==> config.mk <==
export PLATFORM = sky130hd
export DESIGN_NAME = multi_tick_generator
export DESIGN_NICKNAME = d
export VERILOG_FILES = /design/src/rtl/multi_tick_generator.sv
export SDC_FILE = /design/constraint.sdc
export NUM_CORES = 1
export LEC_CHECK = 0
export ABC_AREA = 1
export CORE_UTILIZATION = 45
export CTS_CLUSTER_DIAMETER = 120
export DETAILED_ROUTE_END_ITERATION = 12
export GPL_TIMING_DRIVEN = 0
export HOLD_SLACK_MARGIN = 0.02
export REMOVE_ABC_BUFFERS = 1
export SKIP_LAST_GASP = 1
export SLEW_MARGIN = 30
export SYNTH_ARGS = -nofsm -noshare
export SYNTH_HDL_FRONTEND = slang
export SYNTH_SLANG_ARGS = --single-unit
==> constraint.sdc <==
create_clock -name i_clk -period 2.1 [get_ports i_clk]
set_input_delay 0.315 -clock i_clk [delete_from_list [all_inputs] [get_ports i_clk]]
set_output_delay 0.315 -clock i_clk [all_outputs]
set_load 0.01 [all_outputs]
==> src/rtl/multi_tick_generator.sv <==
// ---------------------------------------------------------------------------
// multi_tick_generator
// Multi-channel programmable tick source. Each channel counts 0..P and emits
// a registered one-cycle tick when it reaches its active period P, so ticks
// are P+1 cycles apart. A channel is either periodic (free-running) or
// one-shot (fires once, then idles).
//
// Every channel keeps two copies of its configuration:
//   - the shadow copy, which is written by the config port at any time;
//   - the active copy, which the counter actually uses.
// The active copy is refreshed from the shadow only on a start and on a
// terminal count. This means a config write never disturbs an interval that
// is already in progress.
//
// Ports:
//   i_clk          system clock, rising edge
//   i_rst_n        asynchronous active-low reset
//   i_cfg_we       config write strobe
//   i_cfg_ch       channel addressed by the config write (out-of-range ignored)
//   i_cfg_period   period P (tick interval is P+1 cycles)
//   i_cfg_oneshot  1 = one-shot mode, 0 = periodic mode
//   i_start        per-channel start/restart strobe
//   i_stop         per-channel stop strobe (wins over start and terminal)
//   o_tick         per-channel registered one-cycle tick pulse
//   o_busy         per-channel registered RUN indicator
//   o_tick_any     registered OR of all tick terms, aligned with o_tick
// ---------------------------------------------------------------------------
module multi_tick_generator #(
    parameter int                CNT_W          = 20,
    parameter int                N_CH           = 4,
    parameter int                CH_W           = 2,
    parameter logic [CNT_W-1:0]  DEFAULT_PERIOD = 20'd99999,
    parameter logic [N_CH-1:0]   AUTOSTART      = 4'b0001
) (
    input  logic              i_clk,
    input  logic              i_rst_n,
    input  logic              i_cfg_we,
    input  logic [CH_W-1:0]   i_cfg_ch,
    input  logic [CNT_W-1:0]  i_cfg_period,
    input  logic              i_cfg_oneshot,
    input  logic [N_CH-1:0]   i_start,
    input  logic [N_CH-1:0]   i_stop,
    output logic [N_CH-1:0]   o_tick,
    output logic [N_CH-1:0]   o_busy,
    output logic              o_tick_any
);

    typedef enum logic {
        ST_IDLE = 1'b0,
        ST_RUN  = 1'b1
    } state_t;

    // The channel count is held one bit wider than the select field. This
    // lets the range check also cover the case N_CH == 2**CH_W.
    localparam logic [CH_W:0] N_CH_L = (CH_W+1)'(N_CH);

    state_t             state_r     [N_CH];
    state_t             state_nxt_s [N_CH];
    logic [CNT_W-1:0]   count_r     [N_CH];
    logic [CNT_W-1:0]   count_nxt_s [N_CH];
    logic [CNT_W-1:0]   act_p_r     [N_CH];
    logic [CNT_W-1:0]   act_p_nxt_s [N_CH];
    logic [CNT_W-1:0]   shd_p_r     [N_CH];
    logic [N_CH-1:0]    act_os_r;
    logic [N_CH-1:0]    act_os_nxt_s;
    logic [N_CH-1:0]    shd_os_r;
    logic [N_CH-1:0]    cfg_sel_s;
    logic               cfg_in_range_s;
    logic [N_CH-1:0]    term_s;
    logic [N_CH-1:0]    tick_nxt_s;
    logic [N_CH-1:0]    busy_nxt_s;
    logic               tick_any_nxt_s;
    logic [N_CH-1:0]    tick_r;
    logic [N_CH-1:0]    busy_r;
    logic               tick_any_r;

    // Decode which channel (if any) the config write addresses.
    always_comb begin
        cfg_in_range_s = ({1'b0, i_cfg_ch} < N_CH_L);
        cfg_sel_s      = {N_CH{1'b0}};
        for (int ch = 0; ch < N_CH; ch++) begin
            if (i_cfg_we && cfg_in_range_s && (i_cfg_ch == CH_W'(ch))) begin
                cfg_sel_s[ch] = 1'b1;
            end else begin
                cfg_sel_s[ch] = 1'b0;
            end
        end
    end

    // Shadow configuration registers, written by the config port.
    always_ff @(posedge i_clk or negedge i_rst_n) begin
        if (!i_rst_n) begin
            for (int ch = 0; ch < N_CH; ch++) begin
                shd_p_r[ch] <= DEFAULT_PERIOD;
            end
            shd_os_r <= {N_CH{1'b0}};
        end else begin
            for (int ch = 0; ch < N_CH; ch++) begin
                if (cfg_sel_s[ch]) begin
                    shd_p_r[ch]  <= i_cfg_period;
                    shd_os_r[ch] <= i_cfg_oneshot;
                end
            end
        end
    end

    // Per-channel next state, counter and active-config reload.
    // The shadow is read before the edge, so a write in the same cycle only
    // takes effect from the following reload.
    always_comb begin
        for (int ch = 0; ch < N_CH; ch++) begin
            state_nxt_s[ch]  = state_r[ch];
            count_nxt_s[ch]  = count_r[ch];
            act_p_nxt_s[ch]  = act_p_r[ch];
            act_os_nxt_s[ch] = act_os_r[ch];
            term_s[ch]       = 1'b0;
            if (i_stop[ch]) begin
                state_nxt_s[ch] = ST_IDLE;
                count_nxt_s[ch] = {CNT_W{1'b0}};
            end else if (i_start[ch]) begin
                // A restart also suppresses a tick on a terminal cycle.
                state_nxt_s[ch]  = ST_RUN;
                count_nxt_s[ch]  = {CNT_W{1'b0}};
                act_p_nxt_s[ch]  = shd_p_r[ch];
                act_os_nxt_s[ch] = shd_os_r[ch];
            end else begin
                case (state_r[ch])
                    ST_IDLE: begin
                        count_nxt_s[ch] = {CNT_W{1'b0}};
                    end
                    ST_RUN: begin
                        if (count_r[ch] == act_p_r[ch]) begin
                            term_s[ch]       = 1'b1;
                            count_nxt_s[ch]  = {CNT_W{1'b0}};
                            act_p_nxt_s[ch]  = shd_p_r[ch];
                            act_os_nxt_s[ch] = shd_os_r[ch];
                            // The mode that was active during this interval
                            // decides whether the channel keeps running.
                            state_nxt_s[ch]  = act_os_r[ch] ? ST_IDLE : ST_RUN;
                        end else begin
                            count_nxt_s[ch] = count_r[ch] + CNT_W'(1'b1);
                        end
                    end
                    default: begin
                        state_nxt_s[ch] = ST_IDLE;
                        count_nxt_s[ch] = {CNT_W{1'b0}};
                    end
                endcase
            end
        end
    end

    // Output terms. These are computed from the next state so that the
    // registered outputs line up with the edge that caused them.
    always_comb begin
        tick_nxt_s = term_s;
        busy_nxt_s = {N_CH{1'b0}};
        for (int ch = 0; ch < N_CH; ch++) begin
            if (state_nxt_s[ch] == ST_RUN) begin
                busy_nxt_s[ch] = 1'b1;
            end else begin
                busy_nxt_s[ch] = 1'b0;
            end
        end
        tick_any_nxt_s = |term_s;
    end

    // Channel state, counter and active configuration registers.
    always_ff @(posedge i_clk or negedge i_rst_n) begin
        if (!i_rst_n) begin
            for (int ch = 0; ch < N_CH; ch++) begin
                state_r[ch] <= AUTOSTART[ch] ? ST_RUN : ST_IDLE;
                count_r[ch] <= {CNT_W{1'b0}};
                act_p_r[ch] <= DEFAULT_PERIOD;
            end
            act_os_r <= {N_CH{1'b0}};
        end else begin
            for (int ch = 0; ch < N_CH; ch++) begin
                state_r[ch] <= state_nxt_s[ch];
                count_r[ch] <= count_nxt_s[ch];
                act_p_r[ch] <= act_p_nxt_s[ch];
            end
            act_os_r <= act_os_nxt_s;
        end
    end

    // Registered outputs.
    always_ff @(posedge i_clk or negedge i_rst_n) begin
        if (!i_rst_n) begin
            tick_r     <= {N_CH{1'b0}};
            busy_r     <= AUTOSTART;
            tick_any_r <= 1'b0;
        end else begin
            tick_r     <= tick_nxt_s;
            busy_r     <= busy_nxt_s;
            tick_any_r <= tick_any_nxt_s;
        end
    end

    assign o_tick     = tick_r;
    assign o_busy     = busy_r;
    assign o_tick_any = tick_any_r;

endmodule

==> insert_results.sql, run 1 <==
INSERT INTO impl_metrics (metric_group, metric, value, unit) VALUES
('routing', 'drt_iter0_drc', '634', ''),
('sta', 'grt_setup_unrepaired', 'false', ''),
('setup_path', 'endpoint_of_the_lowest_slack_register_to_register_path', 'act_p_r[46]', ''),
('clock_tree', 'cts.reportedPaths.clkPinSlew', '0.06', 'ns'),
('clock_tree', 'tritoncts', 'done', ''),
('power', 'reported_leakage_power', '6.40', 'nW'),
('cells_and_area', 'final_area', '0.0139', 'mm²'),
('sta', 'final.setup.worst_slack', '0.198', 'ns'),
('clock_tree', 'h-tree-depth', '1', ''),
('grt', 'maximum_number_of_pins_on_one_net_before_global_route_repair', '82', ''),
('placement', 'place_worst_setup_slack', '-0.653', 'ns'),
('floorplan', 'design.die.area', '0.0276', 'mm²'),
('sta', 'final-hold-violation-count', '0', ''),
('yosys', 'synth.cell_area', '0.0121', 'mm²'),
('sta', 'timing.final.crit_period', '1.90', 'ns'),
('sta', 'timing_max_transition_violations_final', '0', ''),
('setup_path', 'critPathMaxFanout', '2', ''),
('setup_path', 'reg2reg_depth', '9', ''),
('yosys', 'synth.top_cell.area_share', '36.3', '%'),
('setup_path', 'worstSetupPathDepth', '1', ''),
('floorplan', 'dieWidth', '166', 'µm'),
('cells_and_area', 'area_growth', '14.7', '%'),
('setup_path', 'setup.worst_path.start_class', 'flip-flop', ''),
('cells_and_area', 'final_nets', '1514', ''),
('clock_tree', 'clock_path_buffers', '3', ''),
('yosys', 'ys.warnings.count', '0', ''),
('yosys', 'number_of_enable_flip_flop_cells_after_synthesis', '0', ''),
('routing', 'route.detailed.vias_per_inst', '4.96', ''),
('setup_path', 'path_cells', 'clkdlybuf4s50_1', ''),
('setup_path', 'max_stage_delay', '0.53', 'ns'),
('floorplan', 'die_height', '166', 'µm'),
('yosys', 'synthTopCellsByArea', 'sky130_fd_sc_hd__dfrtp_1 (36%), sky130_fd_sc_hd__dfstp_2 (18%), sky130_fd_sc_hd__nand2_1 (14%), sky130_fd_sc_hd__nand3_1 (5.4%), sky130_fd_sc_hd__inv_1 (4.4%)', ''),
('grt', 'grt_util_all_layers', '19.5', '%'),
('setup_path', 'ff2ff_setup_slack', '0.25', 'ns'),
('yosys', 'ys_async_sr_fraction', '100', '%'),
('outcome', 'run_status', 'finished with violations', ''),
('floorplan', 'floorplan.core_area', '0.0263', 'mm²'),
('floorplan', 'num_io_pins', '43', ''),
('routing', 'detail_route.drc_violations', '6', ''),
('routing', 'detail_route.wl_per_cell', '14.4', 'µm'),
('floorplan', 'start_util', '46.2', '%'),
('setup_path', 'critical_path.slowest_cell', 'sky130_fd_sc_hd__dfstp_2', ''),
('floorplan', 'rows', '59', ''),
('yosys', 'ys_types', '39', ''),
('sta', 'slew_headroom', '34.7', '%'),
('routing', 'drt-total-wl', '26400', 'µm'),
('placement', 'globalplace.congestion', '0.794', ''),
('clock_tree', 'worstSkewPairLatency', '0.55', 'ns'),
('grt', 'first_global_vias', '8699', ''),
('power', 'cellPowerDensity', '909', 'mW/mm²'),
('placement', 'numPortBuffers', '42', ''),
('job', 'timing.max_cap.violations', '0', ''),
('setup_path', 'worst_setup_path_startpoint', 'o_busy[0]', ''),
('outcome', 'failed_checks', 'DRC', ''),
('setup_path', 'end_point_of_the_critical_path', 'o_busy[0]', ''),
('routing', 'detail_route.first_pass.iterations', '9', ''),
('hold_path', 'timing.hold.worst.class', 'in2async', ''),
('cells_and_area', 'layout-drive-gt1-share', '12.2', '%'),
('grt', 'grt_pass1_wl', '43900', 'µm'),
('yosys', 'post_synthesis_instance_total', '1446', ''),
('setup_path', 'r2r_start', 'act_p_r[55]', ''),
('sta', 'max_clock_freq', '526', 'MHz'),
('routing', 'routed-via-count', '9105', ''),
('setup_path', 'timing.critical_path.arrival', '1.59', 'ns'),
('setup_path', 'critical-path-top-delay-family', 'flip-flops', ''),
('sta', 'worstMarginPinSlew', '0.976', 'ns'),
('setup_path', 'timing.critical_path.required', '1.78', 'ns'),
('clock_tree', 'clock_buffers_created_by_tritoncts', '28', ''),
('clock_tree', 'clockRootBuffer', 'sky130_fd_sc_hd__clkbuf_16', ''),
('yosys', 'syn-mean-instance-area', '8.39', 'µm²'),
('routing', 'routed_antenna_nets', '0', '');
what timing repair did:
item	4_1_cts	5_1_grt
resized for setup	11	10
setup endpoints to repair	84	83
buffers inserted	0	0
endpoints found under the hold margin	47	0
hold buffers	1	0
pin swaps	0	1
where the power goes:
group	internal, mW	switching (mW)
Sequential	5.72	0.387
Combinational	0.616	0.814
Clock	3.09	2.02
Total	9.43	3.22
layout make-up:
cell class	count	area (µm²)
multi-input combinational	997	4930
clock inverter	13	179
sequential	257	6530
antenna	1	2.50
tap	335	419
timing repair buffer	46	518
clock buffer	39	782
fill	2491	12400
inverter	146	548
layer usage:
layer	up-vias	wire length, µm	global-route usage, %
met5	-	0	0
met4	0	478	4.15
met3	30	779	2.88
met2	117	12200	31.2
met1	4365	13000	28.0
li1	4593	-	-
cells by family (layout without fill, tap and decap cells):
group / count (synthesis) / count (layout) / synth area share [%]
simple gates: 790 / 790 / 28.0
fa+ha+maj: 4 / 4 / 0.412
flops: 257 / 257 / 53.8
xor+xnor: 88 / 88 / 6.41
buf+inv: 192 / 244 / 6.54
other cells: 0 / 1 / 0
compound gates: 115 / 115 / 4.86
Yosys cell counts, drive strengths merged (21+ instances only):
library cell	n
inv	146
nand3	133
nor2	141
dfstp	81
nand2	464
nor3	35
dfrtp	176
xor2	31
buf	25
o21ai	98
clkbuf	21
xnor2	57
layout by cell type, fill, tap and decap left out, types with 3 or more instances in the layout:
master / n
sky130_fd_sc_hd__a31oi_1: 3
sky130_fd_sc_hd__inv_2: 5
sky130_fd_sc_hd__and3_1: 3
sky130_fd_sc_hd__nor2_2: 5
sky130_fd_sc_hd__clkdlybuf4s50_1: 41
sky130_fd_sc_hd__inv_1: 141
sky130_fd_sc_hd__ha_1: 4
sky130_fd_sc_hd__nand2_8: 5
sky130_fd_sc_hd__nand2_1: 447
sky130_fd_sc_hd__dfrtp_1: 176
sky130_fd_sc_hd__nor3_1: 30
sky130_fd_sc_hd__xor2_1: 31
sky130_fd_sc_hd__o21ai_0: 97
sky130_fd_sc_hd__a21oi_1: 10
sky130_fd_sc_hd__clkinv_2: 7
sky130_fd_sc_hd__nand4_1: 5
sky130_fd_sc_hd__nand2_2: 8
sky130_fd_sc_hd__clkbuf_16: 28
sky130_fd_sc_hd__bufinv_16: 4
sky130_fd_sc_hd__nor3_2: 5
sky130_fd_sc_hd__nor2_4: 12
sky130_fd_sc_hd__clkbuf_1: 7
sky130_fd_sc_hd__nor2_1: 124
sky130_fd_sc_hd__nand3_1: 130
sky130_fd_sc_hd__dfstp_2: 81
sky130_fd_sc_hd__xnor2_1: 56
sky130_fd_sc_hd__nand3_2: 3
sky130_fd_sc_hd__clkbuf_8: 4
sky130_fd_sc_hd__nand2_4: 4
sky130_fd_sc_hd__buf_16: 3
through the flow:
stage	TNS [ns]	hold WS, ns	std cells	total power [mW]	util [%]
after detailed placement	-38.63	0.254	1780	7.63	48.8
final	0	0.273	1834	12.7	53.0
after floorplan	0	0.0194	1400	7.07	-
after CTS	0	0.272	1833	12.8	52.7
after global placement	-2479.39	0.450	1777	7.58	48.4
after global routing	0	0.306	1833	13.3	52.9
registers in the layout (all words and copies together) (netlist names):
name / count
shd_p_r: 80
o_busy: 4
o_tick: 4
act_os_r: 4
count_r: 80
act_p_r: 80
shd_os_r: 4
o_tick_any: 1
how the worst min path moves through the flow:
stage                      from          end  slack (ns)  cells after the start
finish                  i_rst_n  count_r[73]        0.27                      2
global route            i_rst_n  count_r[37]        0.31                      2
CTS                     i_rst_n  count_r[62]        0.27                      2
detailed placement      i_rst_n  count_r[77]        0.25                      1
global placement    shd_p_r[50]  act_p_r[50]        0.45                      2
floorplan               i_rst_n  act_os_r[0]        0.02                      0
Power figures use the tool's default switching activity.
==> inputs of run 2 (changes only) <==
TNS_END_PERCENT = 10   (was default)
==> run 2 against run 1 <==
Net effect:
- the flow still finishes with violations (DRC)
- largest cell class unchanged
- critical endpoint is now act_p_r[19]
- clock power hardly changed
- largest power group unchanged
- final cell count hardly changed
- clock skew is 0.0030 ns lower
- hold slack got worse by 0.0023 ns
- via count barely moved
- global-route usage unchanged
- count of clock-buffer cells in the layout did not move
- combinational power is essentially flat
==> insert_results.sql, run 2 (synthesized netlist as in run 1, its figures left out) <==
INSERT INTO impl_metrics (metric_group, metric, value, unit) VALUES
('outcome', 'run_status', 'finished with violations', ''),
('outcome', 'failed_checks', 'DRC', ''),
('setup_path', 'worst_setup_path_startpoint', 'act_p_r[15]', ''),
('sta', 'max_clock_freq', '498', 'MHz'),
('sta', 'slew_headroom', '35.8', '%'),
('routing', 'detail_route.wl_per_cell', '14.4', 'µm'),
('power', 'internal_power', '9.43', 'mW'),
('routing', 'detail_route.first_pass.iterations', '9', ''),
('setup_path', 'worstSetupPathType', 'reg2reg', ''),
('power', 'max-vdd-ir-drop', '667', 'µV'),
('grt', 'grt_pass1_wl', '43900', 'µm'),
('setup_path', 'max_stage_delay', '0.55', 'ns'),
('power', 'reported_leakage_power', '6.41', 'nW'),
('floorplan', 'start_util', '46.2', '%'),
('setup_path', 'timing.critical_path.arrival', '2.49', 'ns'),
('routing', 'drt-total-wl', '26400', 'µm'),
('power', 'cellPowerDensity', '910', 'mW/mm²'),
('cells_and_area', 'nFillCells', '2498', ''),
('clock_tree', 'cts.sinks', '257', ''),
('cells_and_area', 'layout.cells.most_common_list', 'sky130_fd_sc_hd__nand2_1 (447), sky130_fd_sc_hd__dfrtp_1 (176), sky130_fd_sc_hd__inv_1 (141)', ''),
('cells_and_area', 'leading_cell_type_in_the_layout_fill_and_taps_excluded', 'sky130_fd_sc_hd__nand2_1', ''),
('grt', 'first_global_vias', '8697', ''),
('grt', 'grt_util_all_layers', '19.5', '%'),
('hold_path', 'timing.hold.worst.class', 'in2async', ''),
('sta', 'total_neg_setup_slack', '0', 'ns'),
('grt', 'maximum_number_of_pins_on_one_net_before_global_route_repair', '82', ''),
('setup_path', 'setup.worst_path.start_class', 'flip-flop', ''),
('cells_and_area', 'final_area', '0.0139', 'mm²'),
('floorplan', 'die_height', '166', 'µm'),
('setup_path', 'r2r_start', 'act_p_r[15]', ''),
('floorplan', 'floorplan.core_area', '0.0263', 'mm²'),
('power', 'total_power', '12.6', 'mW'),
('grt', 'grt_antenna_before_repair', '0', ''),
('setup_path', 'crit_top_cell', 'sky130_fd_sc_hd__nand2_1', ''),
('cells_and_area', 'area_growth', '14.4', '%'),
('setup_path', 'cp-end-kind', 'flip-flop', ''),
('sta', 'final.period_utilization', '95.6', '%'),
('setup_path', 'endpoint_of_the_lowest_slack_register_to_register_path', 'act_p_r[19]', ''),
('routing', 'drt_iter0_drc', '611', ''),
('routing', 'routed_antenna_nets', '0', ''),
('placement', 'area_after_detailed_placement', '0.0128', 'mm²'),
('routing', 'detail_route.drc_violations', '3', ''),
('setup_path', 'critPathMaxFanout', '22', ''),
('grt', 'grt.overflow.total', '0', ''),
('floorplan', 'num_io_pins', '43', ''),
('clock_tree', 'clockRootBuffer', 'sky130_fd_sc_hd__clkbuf_16', ''),
('clock_tree', 'postCtsSetupBuffers', '0', ''),
('floorplan', 'rows', '59', ''),
('placement', 'globalplace.congestion', '0.794', ''),
('cells_and_area', 'reg.largest.list', 'act_p_r: 80 flops, count_r: 80 flops, shd_p_r: 80 flops', ''),
('sta', 'timing_max_transition_violations_final', '0', ''),
('power', 'share_clk_of_total_power', '40.4', '%'),
('power', 'sequential_power_share', '48.4', '%'),
('job', 'timing.max_cap.violations', '0', ''),
('routing', 'routed-via-count', '9098', ''),
('floorplan', 'dieWidth', '166', 'µm'),
('sta', 'grt_setup_unrepaired', 'true', ''),
('sta', 'worstMarginPinSlew', '0.960', 'ns'),
('clock_tree', 'h-tree-depth', '1', ''),
('cells_and_area', 'total_inserted_antenna_cells', '0', ''),
('clock_tree', 'clock_buffers_created_by_tritoncts', '28', ''),
('placement', 'post-dp-hpwl', '18000', 'µm'),
('sta', 'timing.final.crit_period', '2.01', 'ns'),
('setup_path', 'end_point_of_the_critical_path', 'act_p_r[19]', ''),
('setup_path', 'critical_path.slowest_cell', 'sky130_fd_sc_hd__dfstp_2', ''),
('power', 'p_comb_share', '11.3', '%'),
('power', 'netSwitchingPower', '3.21', 'mW'),
('clock_tree', 'clock_path_buffers', '3', ''),
('cells_and_area', 'final_nets', '1514', ''),
('clock_tree', 'tritoncts', 'done', ''),
('setup_path', 'ff2ff_setup_slack', '0.09', 'ns'),
('sta', 'skew', '0.0180', 'ns'),
('placement', 'numPortBuffers', '42', ''),
('setup_path', 'timing.critical_path.required', '2.59', 'ns'),
('setup_path', 'reg2reg_depth', '9', ''),
('sta', 'setup_viol_count_final', '0', ''),
('sta', 'final-hold-violation-count', '0', ''),
('routing', 'route.detailed.vias_per_inst', '4.96', ''),
('floorplan', 'design.die.area', '0.0276', 'mm²'),
('cells_and_area', 'layout-drive-gt1-share', '12.2', '%'),
('setup_path', 'path_cells', 'xnor2_1, nand2_1, nor2_1, nand2_1, nor2_2, nand2_4, nand2_4, nand2_1, nand2_1', ''),
('power', 'swShare', '25.4', '%'),
('clock_tree', 'worstSkewPairLatency', '0.55', 'ns'),
('clock_tree', 'cts.reportedPaths.clkPinSlew', '0.06', 'ns');
[run 2: changes by cell type in the layout (fill, tap and decap cells not counted), sizes merged]
| cell | previous run | this run |
|---|---|---|
| diode | 1 | 0 |
[run 2: metrics by stage]
| step | std cells | hold WS [ns] | utilization (%) | worst slack, ns |
|---|---|---|---|---|
| after global placement | 1777 | 0.450 | 48.4 | -10.55 |
| final | 1833 | 0.271 | 52.8 | 0.0919 |
| after detailed placement | 1780 | 0.254 | 48.8 | -0.653 |
| after floorplan | 1400 | 0.0194 | - | 0.121 |
| after CTS | 1833 | 0.272 | 52.7 | -0.230 |
| after global routing | 1833 | 0.306 | 52.8 | -0.0953 |
[run 2: worst min path at each step]
stage	start	to	slack, ns	cells past startpoint
6_report	i_rst_n	count_r[73]	0.27	2
4_1_cts	i_rst_n	count_r[62]	0.27	2
5_1_grt	i_rst_n	count_r[37]	0.31	2
3_5_place_dp	i_rst_n	count_r[77]	0.25	1
2_1_floorplan	i_rst_n	act_os_r[0]	0.02	0
3_3_place_gp	shd_p_r[50]	act_p_r[50]	0.45	2
[run 2: area by class of cell]
class	instances	area [µm²]	area share (%)
flip-flops and latches	257	6530	47.1
inverters	146	548	3.95
clock buffers	39	782	5.63
multi-input cells	997	4900	35.3
well taps	335	419	3.02
repair buffers	46	518	3.73
clock inverters	13	179	1.29
[run 2: what timing repair did]
action | CTS | global route
gates resized for setup | 9 | 8
endpoints found under the setup margin | 84 | 83
pin swaps | 0 | 1
hold buffers | 1 | 0
hold endpoints to repair | 47 | 0
[run 2: routing by layer]
metal	track usage, %	share of wire [%]
met1	28.0	49
met2	31.2	46
met3	2.88	3.2
met4	4.15	1.9
met5	0	0
[run 2: power groups by stage]
stage / Sequential [mW] / Combinational, mW / Clock (mW)
CTS: 6.12 / 1.44 / 5.24
detailed placement: 6.21 / 1.43 / 0
global route: 6.18 / 1.68 / 5.40
global placement: 6.20 / 1.38 / 0
finish: 6.11 / 1.42 / 5.10
floorplan: 6.08 / 0.988 / 0
[run 2: worst max-delay path, delay by kind of cell, from the launching register on]
family | cells | cell delay, ns
xor gates and xnor gates | 1 | 0.13
DFF | 1 | 0.55
and+or+nand+nor | 8 | 1.26
